`src/rtl/arb_pkg.sv`:
```
// Shared types for the two-requester cacheline arbiter: FSM states, requester
// ids and the saturating grant-counter helper.
package arb_pkg;

    localparam int unsigned CNT_W = 32;

    typedef enum logic [1:0] {
        IDLE    = 2'd0,
        SERVE_I = 2'd1,
        SERVE_D = 2'd2
    } arb_state_e;

    typedef enum logic {
        REQ_I = 1'b0,
        REQ_D = 1'b1
    } req_id_e;

    function automatic logic [CNT_W-1:0] sat_inc(input logic [CNT_W-1:0] v);
        return (v == '1) ? v : v + CNT_W'(1);
    endfunction

endpackage

```
`src/rtl/arb_port_latch.sv`:
```
// Per-requester capture of op/address/wdata at grant, plus the response
// steering back to that requester while it is being served.
module arb_port_latch
    import arb_pkg::*;
#(
    parameter int unsigned ADDR_W = 32,
    parameter int unsigned LINE_W = 256
) (
    input  logic              clk,
    input  logic              rst,
    input  logic              grant,
    input  logic              served,
    input  logic              req_read,
    input  logic              req_write,
    input  logic [ADDR_W-1:0] req_addr,
    input  logic [LINE_W-1:0] req_wdata,
    input  logic [LINE_W-1:0] pmem_rdata,
    input  logic              pmem_resp,
    output logic              active_c,
    output logic              conflict_c,
    output logic              op_read,
    output logic              op_write,
    output logic [ADDR_W-1:0] op_addr,
    output logic [LINE_W-1:0] op_wdata,
    output logic [LINE_W-1:0] rdata_c,
    output logic              resp_c
);

    logic              op_read_q,  op_read_d;
    logic              op_write_q, op_write_d;
    logic [ADDR_W-1:0] addr_q,     addr_d;
    logic [LINE_W-1:0] wdata_q,    wdata_d;

    // A simultaneous read+write resolves to the write.
    always_comb begin
        op_read_d  = op_read_q;
        op_write_d = op_write_q;
        addr_d     = addr_q;
        wdata_d    = wdata_q;
        if (grant) begin
            op_read_d  = req_read & ~req_write;
            op_write_d = req_write;
            addr_d     = req_addr;
            wdata_d    = req_wdata;
        end
    end

    always_ff @(posedge clk) begin
        if (rst) begin
            op_read_q  <= 1'b0;
            op_write_q <= 1'b0;
            addr_q     <= '0;
            wdata_q    <= '0;
        end else begin
            op_read_q  <= op_read_d;
            op_write_q <= op_write_d;
            addr_q     <= addr_d;
            wdata_q    <= wdata_d;
        end
    end

    assign active_c   = req_read | req_write;
    assign conflict_c = req_read & req_write;
    assign op_read    = op_read_q;
    assign op_write   = op_write_q;
    assign op_addr    = addr_q;
    assign op_wdata   = wdata_q;

    // Response is suppressed while rst is high so an abandoned transaction never completes.
    assign resp_c  = served & pmem_resp & ~rst;
    assign rdata_c = served ? pmem_rdata : '0;

endmodule

```
`src/rtl/cacheline_arbiter.sv`:
```
// Round-robin arbiter sharing one cacheline memory port between an icache and
// a dcache; one transaction in flight, sticky protocol-error flag.
module cacheline_arbiter
    import arb_pkg::*;
#(
    parameter int unsigned ADDR_W = 32,
    parameter int unsigned LINE_W = 256
) (
    input  logic              clk,
    input  logic              rst,
    input  logic              i_read,
    input  logic              i_write,
    input  logic [ADDR_W-1:0] i_addr,
    input  logic [LINE_W-1:0] i_wdata,
    output logic [LINE_W-1:0] i_rdata,
    output logic              i_resp,
    input  logic              d_read,
    input  logic              d_write,
    input  logic [ADDR_W-1:0] d_addr,
    input  logic [LINE_W-1:0] d_wdata,
    output logic [LINE_W-1:0] d_rdata,
    output logic              d_resp,
    output logic              pmem_read,
    output logic              pmem_write,
    output logic [ADDR_W-1:0] pmem_addr,
    output logic [LINE_W-1:0] pmem_wdata,
    input  logic [LINE_W-1:0] pmem_rdata,
    input  logic              pmem_resp,
    output logic              proto_err,
    output logic [CNT_W-1:0]  i_grants,
    output logic [CNT_W-1:0]  d_grants
);

    arb_state_e       state_q, state_d;
    req_id_e          last_q,  last_d;
    logic             proto_err_q, proto_err_d;
    logic [CNT_W-1:0] i_grants_q, i_grants_d;
    logic [CNT_W-1:0] d_grants_q, d_grants_d;
    logic             i_grant_c, d_grant_c;

    logic              i_active_c, i_conflict_c, i_op_read, i_op_write;
    logic              d_active_c, d_conflict_c, d_op_read, d_op_write;
    logic [ADDR_W-1:0] i_op_addr, d_op_addr;
    logic [LINE_W-1:0] i_op_wdata, d_op_wdata;

    arb_port_latch #(.ADDR_W(ADDR_W), .LINE_W(LINE_W)) u_i_latch (
        .clk        (clk),
        .rst        (rst),
        .grant      (i_grant_c),
        .served     (state_q == SERVE_I),
        .req_read   (i_read),
        .req_write  (i_write),
        .req_addr   (i_addr),
        .req_wdata  (i_wdata),
        .pmem_rdata (pmem_rdata),
        .pmem_resp  (pmem_resp),
        .active_c   (i_active_c),
        .conflict_c (i_conflict_c),
        .op_read    (i_op_read),
        .op_write   (i_op_write),
        .op_addr    (i_op_addr),
        .op_wdata   (i_op_wdata),
        .rdata_c    (i_rdata),
        .resp_c     (i_resp)
    );

    arb_port_latch #(.ADDR_W(ADDR_W), .LINE_W(LINE_W)) u_d_latch (
        .clk        (clk),
        .rst        (rst),
        .grant      (d_grant_c),
        .served     (state_q == SERVE_D),
        .req_read   (d_read),
        .req_write  (d_write),
        .req_addr   (d_addr),
        .req_wdata  (d_wdata),
        .pmem_rdata (pmem_rdata),
        .pmem_resp  (pmem_resp),
        .active_c   (d_active_c),
        .conflict_c (d_conflict_c),
        .op_read    (d_op_read),
        .op_write   (d_op_write),
        .op_addr    (d_op_addr),
        .op_wdata   (d_op_wdata),
        .rdata_c    (d_rdata),
        .resp_c     (d_resp)
    );

    // Next-state: arbitrate in IDLE, wait for pmem_resp while serving.
    always_comb begin
        state_d     = state_q;
        last_d      = last_q;
        proto_err_d = proto_err_q;
        i_grants_d  = i_grants_q;
        d_grants_d  = d_grants_q;
        i_grant_c   = 1'b0;
        d_grant_c   = 1'b0;

        case (state_q)
            IDLE: begin
                if (pmem_resp) begin
                    proto_err_d = 1'b1;
                end
                if (i_active_c && d_active_c) begin
                    if (last_q == REQ_I) begin
                        d_grant_c = 1'b1;
                    end else begin
                        i_grant_c = 1'b1;
                    end
                end else if (d_active_c) begin
                    d_grant_c = 1'b1;
                end else if (i_active_c) begin
                    i_grant_c = 1'b1;
                end
            end
            SERVE_I, SERVE_D: begin
                if (pmem_resp) begin
                    state_d = IDLE;
                end
            end
            default: state_d = IDLE;
        endcase

        if (i_grant_c) begin
            state_d    = SERVE_I;
            last_d     = REQ_I;
            i_grants_d = sat_inc(i_grants_q);
            if (i_conflict_c) begin
                proto_err_d = 1'b1;
            end
        end
        if (d_grant_c) begin
            state_d    = SERVE_D;
            last_d     = REQ_D;
            d_grants_d = sat_inc(d_grants_q);
            if (d_conflict_c) begin
                proto_err_d = 1'b1;
            end
        end
    end

    always_ff @(posedge clk) begin
        if (rst) begin
            state_q     <= IDLE;
            last_q      <= REQ_I;
            proto_err_q <= 1'b0;
            i_grants_q  <= '0;
            d_grants_q  <= '0;
        end else begin
            state_q     <= state_d;
            last_q      <= last_d;
            proto_err_q <= proto_err_d;
            i_grants_q  <= i_grants_d;
            d_grants_q  <= d_grants_d;
        end
    end

    // Memory side is driven only from the served requester's latched registers.
    always_comb begin
        pmem_read  = 1'b0;
        pmem_write = 1'b0;
        pmem_addr  = '0;
        pmem_wdata = '0;
        case (state_q)
            SERVE_I: begin
                pmem_read  = i_op_read;
                pmem_write = i_op_write;
                pmem_addr  = i_op_addr;
                pmem_wdata = i_op_wdata;
            end
            SERVE_D: begin
                pmem_read  = d_op_read;
                pmem_write = d_op_write;
                pmem_addr  = d_op_addr;
                pmem_wdata = d_op_wdata;
            end
            default: ;
        endcase
    end

    assign proto_err = proto_err_q;
    assign i_grants  = i_grants_q;
    assign d_grants  = d_grants_q;

endmodule

```
`config.mk`:
```
export PLATFORM = sky130hd
export DESIGN_NAME = cacheline_arbiter
export DESIGN_NICKNAME = d
export VERILOG_FILES = /design/src/rtl/arb_pkg.sv /design/src/rtl/arb_port_latch.sv /design/src/rtl/cacheline_arbiter.sv
export SDC_FILE = /design/constraint.sdc
export NUM_CORES = 2
export LEC_CHECK = 0
export CAP_MARGIN = 20
export CORE_AREA = 8 8 661 663
export CTS_CLUSTER_DIAMETER = 60
export DETAILED_ROUTE_END_ITERATION = 12
export DIE_AREA = 0 0 669 671
export PLACE_DENSITY_LB_ADDON = 0.1
export SLEW_MARGIN = 10
export SYNTH_ARGS = -nofsm -noshare
export SYNTH_HDL_FRONTEND = slang
export SYNTH_SLANG_ARGS = --single-unit
export TNS_END_PERCENT = 1
```
`constraint.sdc`:
```
create_clock -name clk -period 5.5 [get_ports clk]
set_clock_uncertainty 0.1 [all_clocks]
set_input_delay 0.55 -clock clk [delete_from_list [all_inputs] [get_ports clk]]
set_output_delay 0.55 -clock clk [all_outputs]
set_load 0.05 [all_outputs]
```
## Word level (Yosys, flattened, before mapping)

Cells that the tools add are included.

- Output and inout port bits: 869
- Bits in registers: 648
- Input bits: 839
- Word-level logic and storage cells: 75

- Reduce and logical (&&, ||, !) cells: 9
- Bitwise gates (word level): 15
- Mux-type cells: 27
- Eq/ne operators: 8
- Add/sub/neg operators: 2

Operator list:

| operator | count |
|---|---|
| 256-bit 2-to-1 mux | 2 |
| 256-bit case mux with 2 select lines | 1 |
| 32-bit by 1-bit adder with 32-bit output (second input constant) | 2 |
| 32-bit == test (second input constant) | 2 |
| 32-bit case mux with 2 select lines | 1 |
| 1-bit 2-to-1 mux | 17 |
| 1-bit bitwise AND | 8 |
| 2-bit AND reduction | 4 |
| 2-bit 2-to-1 mux | 3 |
| 3-bit != test (second input constant) | 2 |
| 1-bit inverter | 5 |
| 4-bit != test (second input constant) | 1 |
| 1-bit case mux with 2 select lines | 2 |
| 2-bit case mux with 2 select lines | 1 |
| 2-bit OR reduction | 2 |
| 2-bit by 1-bit == test with 1-bit output (second input constant) | 1 |
| 2-bit == test (second input constant) | 1 |
| 2-bit logical NOT | 1 |
| 2-bit != test (second input constant) | 1 |
| 1-bit bitwise OR | 2 |
| 2-bit nonzero test | 1 |
| 1-bit logical AND | 1 |

## Depth between registers and ports, before layout

- Depth after elaboration: 8
- Depth in mapped cells: 9
- Mapped depth without buffers: 7

## By module

Synthesis repeated with hierarchy kept, for this count alone.

- Cells, all modules: 3535
- Area total of the unflattened synthesis: 32533.7 um2

Modules (own cells, without submodules):

| module | seq. area each (um2) | instances | area each (um2) | cells each |
|---|---|---|---|---|
| arb_port_latch | 5805.6 | 2 | 12323.1 | 1224 |
| cacheline_arbiter | 1361.3 | 1 | 7887.6 | 1087 |

## Worst setup path after synthesis

OpenSTA, ideal clock, no wires.

- Kind: input to output
- Start point: in rst
- End point: out d_resp
- Path buffers: 3
- Stages on the path: 4
- Path slack: 2542 ps
- Arrival: 2308 ps
- Cells stage by stage: clkbuf_1 -> clkbuf_1 -> clkbuf_1 -> nor3b_1

- Cells in the longest elaborated chain, start to end: 2

Ends and longest elaborated chain:

| what | RTL line | text |
|---|---|---|
| from (decl) | cacheline_arbiter.sv:10 | `input logic rst,` |
| 1-bit inverter | arb_port_latch.sv:70 | `assign resp_c = served & pmem_resp & ~rst;` |
| 1-bit bitwise AND | arb_port_latch.sv:70 |  |
| to (decl) | cacheline_arbiter.sv:22 | `output logic d_resp,` |

No other way between the ends.

## Final worst setup path

- Start point: reg state_q[0]
- End point: out pmem_wdata[193]

- Cells in the longest elaborated chain, start to end: 2
- Elaborated cells between the ends (all ways): 3
- Those cells by class: eq/ne: 2; mux: 1

Ends and longest elaborated chain:

| what | RTL line | text |
|---|---|---|
| from (decl) | cacheline_arbiter.sv:34 | `arb_state_e state_q, state_d;` |
| from (signal assigned) | cacheline_arbiter.sv:149 | `state_q <= state_d;` |
| 2-bit == test or 2-bit by 1-bit == test with 1-bit output (tied branches) | cacheline_arbiter.sv:163 | `case (state_q)` |
| 256-bit case mux with 2 select lines * | cacheline_arbiter.sv:163 |  |
| to (decl) | cacheline_arbiter.sv:26 | `output logic [LINE_W-1:0] pmem_wdata,` |

Every way passes the cells marked *; elsewhere a longest branch is shown, timed or not.

==> impl_metrics.tcl <==
set metrics [dict create \
    status "complete, no violations" \
    yosysUniqueCellTypes 56 \
    cts_tree "yes" \
    gp_routability_congestion 0.845 \
    worst_ep_required_time_ns 4.85 \
    std_cell_rows 240 \
    design.final.nets 6586 \
    number_of_global_route_vias_before_repair 38200 \
    clock_tree.htree_level_count 4 \
    finalWirelength_mm 388 \
    cts_inserted_buffers 138 \
    critical_path.endpoint_type "primary output" \
    grt_most_used_layer "met2" \
    synth_top_flop_cell "sky130_fd_sc_hd__dfxtp_1" \
    grtUsageTotal 0.164 \
    critPathArrivalTime_ns 4.29 \
    worstSetupStartpointType "register" \
    post_cts.repair.setup_buffers 0 \
    width_of_the_die_um 669 \
    crit_path_max_fanout 87 \
    met2_usage_grt 0.311 \
    grtUsageMet1 0.164 \
    post_syn_area_per_cell_sq_um 7.40 \
    via_count 39200 \
    clock_path_buffers 4 \
    max_slew_margin 0.0337 \
    flow.area_growth_from_synthesis_pct 95.2 \
    final_max_slew_viol_count 0 \
    clock-root-buffer "sky130_fd_sc_hd__clkbuf_16" \
    drt-vias-per-instance 3.29 \
    clk_latency_ns 0.81 \
    grt_use_met3 0.0369 \
    hold_viol 0 \
    clkTransAtPathRegs_ns 0.05 \
    floorplan.core_area_sq_mm 0.426 \
    cts-resized-gates 0 \
    dpl_worst_slack_ns 1.32 \
    timing.fmax_ghz 0.203 \
    post_synth_inst_count 4178 \
    grt_pass1_wl_mm 474 \
    detail_route.drc_violations 0 \
    synth.cell_area_sq_mm 0.0309 \
    antenna_found_initial 383 \
    boundaryPins 1708 \
    fill_cells 49100 \
    max_cap_viol 0 \
    post-dp-hpwl_mm 323 \
    route.detailed.wl_per_inst_um 32.6 \
    initial_core_util 0.0727 \
    syn_nets 5022 \
    post-route-worst-setup-slack_ns 0.563 \
    postCtsHoldBufs 1 \
    yosysWarningCount 0 \
    unrepaired_setup_endpoints_after_global_routing "no" \
    hold_class "input port to register" \
    final.period_utilization 0.898 \
    postSynth.asyncResetShare 0 \
    critical_path.top_delay_family "buffers and inverters" \
    placement.io_buffers 1707 \
    tns_ns 0 \
    drive_gt1_frac 0.0665 \
    finish.utilization 0.142 \
    dr.pass1.iters 6 \
    seq_area_frac_synth 0.419 \
    drt_first_iter_violations 2415 \
    critPathKind "register to primary output" \
    place_inst 11300 \
    master_of_the_slowest_instance_on_the_critical_path "sky130_fd_sc_hd__clkdlybuf4s50_1" \
    finalSetupViolCount 0 \
    grt_start_max_net_pins 122 \
    finalCriticalPeriod_ns 4.94 \
    drt.antenna.violating_nets 0 \
    grt_overflow 0 \
    postSynthRegisterBits 648 \
    p_per_area_mw_per_mm2 365 \
    cp_cell_sequence "inv_1, ha_4, buf_12, a22oi_1, nor2b_1, clkdlybuf4s50_1" \
    power.ir.vdd_worst_mv 0.178 \
    fin_cells 11900 \
    die_area_sq_mm 0.449 \
    slowest_delay_ns 0.92 \
    timing_worst_slew_pin_value_ns 1.45 \
    number_of_synthesized_flops_with_an_enable_pin 0 \
    die_height_um 671 \
    cp.buffers_inverters 3 \
    cts_num_sinks 648 \
    power_leakage_nw 19.0 \
]
==> per-layer routing <==
metal | part of all wire | routed length, um | vias up
li1 | - | - | 17400
met1 | 0.35 | 134000 | 19000
met2 | 0.52 | 203000 | 1908
met3 | 0.060 | 23300 | 862
met4 | 0.070 | 27000 | 24
met5 | 0.00042 | 162 | -
==> state kept, by name, indices dropped and copies added, names as in the netlist <==
name and count:
u_d_latch.op_addr 32, proto_err 1, u_i_latch.op_wdata 256, u_d_latch.op_read 1, d_grants 32, u_d_latch.op_write 1
last_q 1, u_i_latch.op_addr 32, state_q 2, u_i_latch.op_write 1, i_grants 32, u_d_latch.op_wdata 256
u_i_latch.op_read 1
==> worst paths after layout <==
check	startpoint	to	slack [ns]	cells past startpoint
max	state_q[0]	pmem_wdata[193]	0.56	6
min	i_wdata[133]	u_i_latch.op_wdata[133]	0.15	3
max reg2reg	state_q[0]	u_i_latch.op_wdata[236]	2.22	7
min reg2reg	u_i_latch.op_wdata[241]	u_i_latch.op_wdata[241]	0.35	2
==> synthesized netlist by cell type, types with 2 or more instances <==
library cell | instances | area, sq um
sky130_fd_sc_hd__clkbuf_1 | 350 | 1310
sky130_fd_sc_hd__nor3_1 | 7 | 35.0
sky130_fd_sc_hd__xor2_1 | 2 | 17.5
sky130_fd_sc_hd__o31ai_1 | 22 | 165
sky130_fd_sc_hd__and4_1 | 7 | 61.3
sky130_fd_sc_hd__a21oi_2 | 10 | 87.6
sky130_fd_sc_hd__mux2_2 | 7 | 78.8
sky130_fd_sc_hd__and3_2 | 2 | 15.0
sky130_fd_sc_hd__or3_1 | 28 | 175
sky130_fd_sc_hd__nor2b_1 | 296 | 1850
sky130_fd_sc_hd__o21ai_1 | 3 | 15.0
sky130_fd_sc_hd__inv_1 | 13 | 48.8
sky130_fd_sc_hd__and2_1 | 512 | 3200
sky130_fd_sc_hd__o21ai_2 | 3 | 26.3
sky130_fd_sc_hd__nor2_1 | 23 | 86.3
sky130_fd_sc_hd__or2_2 | 3 | 18.8
sky130_fd_sc_hd__a21oi_1 | 625 | 3130
sky130_fd_sc_hd__buf_1 | 3 | 11.3
sky130_fd_sc_hd__or4_1 | 13 | 97.6
sky130_fd_sc_hd__and3_1 | 2 | 12.5
sky130_fd_sc_hd__o21ai_0 | 28 | 140
sky130_fd_sc_hd__buf_2 | 8 | 40.0
sky130_fd_sc_hd__or4_2 | 8 | 70.1
sky130_fd_sc_hd__nand4_1 | 16 | 100
sky130_fd_sc_hd__nor4_1 | 5 | 31.3
sky130_fd_sc_hd__nand2_1 | 1182 | 4440
sky130_fd_sc_hd__nand3_1 | 28 | 140
sky130_fd_sc_hd__or3_2 | 3 | 22.5
sky130_fd_sc_hd__ha_1 | 5 | 62.6
sky130_fd_sc_hd__dfxtp_1 | 648 | 13000
sky130_fd_sc_hd__a22oi_1 | 290 | 2180
sky130_fd_sc_hd__nor3b_1 | 2 | 15.0
==> cells by family (layout without fill, tap and decap cells) <==
kind of cell    after synthesis  after routing  synth area share
simple gates               2145           2145             0.338
fa+ha+maj                     5              5           0.00202
buf+inv                     378           2049            0.0472
xor+xnor                      3              3          0.000849
flops                       648            648             0.419
other cells                   0            364                 0
compound gates              991            991             0.189
mux                           8              8           0.00287
==> report_power, final <==
group | internal (mW) | leakage, nW | switching [mW]
sequential | 5.26 | 5.30 | 0.358
combinational | 2.33 | 11.4 | 5.00
clock | 5.80 | 2.35 | 3.30
==> cell usage in the layout (no fill, tap or decap), types with 22 or more instances in the layout <==
cell / n
sky130_fd_sc_hd__clkdlybuf4s50_1: 1680
sky130_fd_sc_hd__nand2_1: 1182
sky130_fd_sc_hd__dfxtp_1: 648
sky130_fd_sc_hd__a21oi_1: 625
sky130_fd_sc_hd__and2_1: 512
sky130_fd_sc_hd__diode_2: 364
sky130_fd_sc_hd__nor2b_1: 296
sky130_fd_sc_hd__a22oi_1: 290
sky130_fd_sc_hd__clkbuf_16: 140
sky130_fd_sc_hd__buf_4: 79
sky130_fd_sc_hd__o21ai_0: 28
sky130_fd_sc_hd__nand3_1: 28
sky130_fd_sc_hd__or3_1: 28
sky130_fd_sc_hd__buf_12: 26
sky130_fd_sc_hd__nor2_1: 22
sky130_fd_sc_hd__o31ai_1: 22
sky130_fd_sc_hd__clkbuf_8: 22
==> through the flow <==
| stage | cell area (sq um) | total power, mW | hold WS [ns] |
|---|---|---|---|
| finish | 60400 | 22.0 | 0.153 |
| global route | 60200 | 23.1 | 0.101 |
| CTS | 59500 | 22.7 | 0.0450 |
| detailed placement | 54700 | 13.3 | 0.346 |
| global placement | 54600 | 13.3 | 0.342 |
| floorplan | 30900 | 9.45 | 0.336 |
==> final cells by class <==
class / instances / area (sq um) / area share
sequential: 648 / 13000 / 0.215
inverter: 13 / 48.8 / 0.000808
multi-input combinational: 3152 / 16600 / 0.274
antenna: 364 / 911 / 0.0151
tap: 5687 / 7120 / 0.118
timing repair buffer: 1789 / 18000 / 0.298
clock inverter: 68 / 947 / 0.0157
clock buffer: 179 / 3870 / 0.0641
==> worst reg2reg max path, stage by stage (launching register included) <==
cell and delay (ns):
sky130_fd_sc_hd__dfxtp_1 0.35, sky130_fd_sc_hd__inv_1 0.18, sky130_fd_sc_hd__ha_4 0.25, sky130_fd_sc_hd__o21ai_0 0.22, sky130_fd_sc_hd__nor2_4 0.56, sky130_fd_sc_hd__buf_4 0.78
sky130_fd_sc_hd__nand2_1 0.51, sky130_fd_sc_hd__a21oi_1 0.22
(Power assumes the default switching activity.)
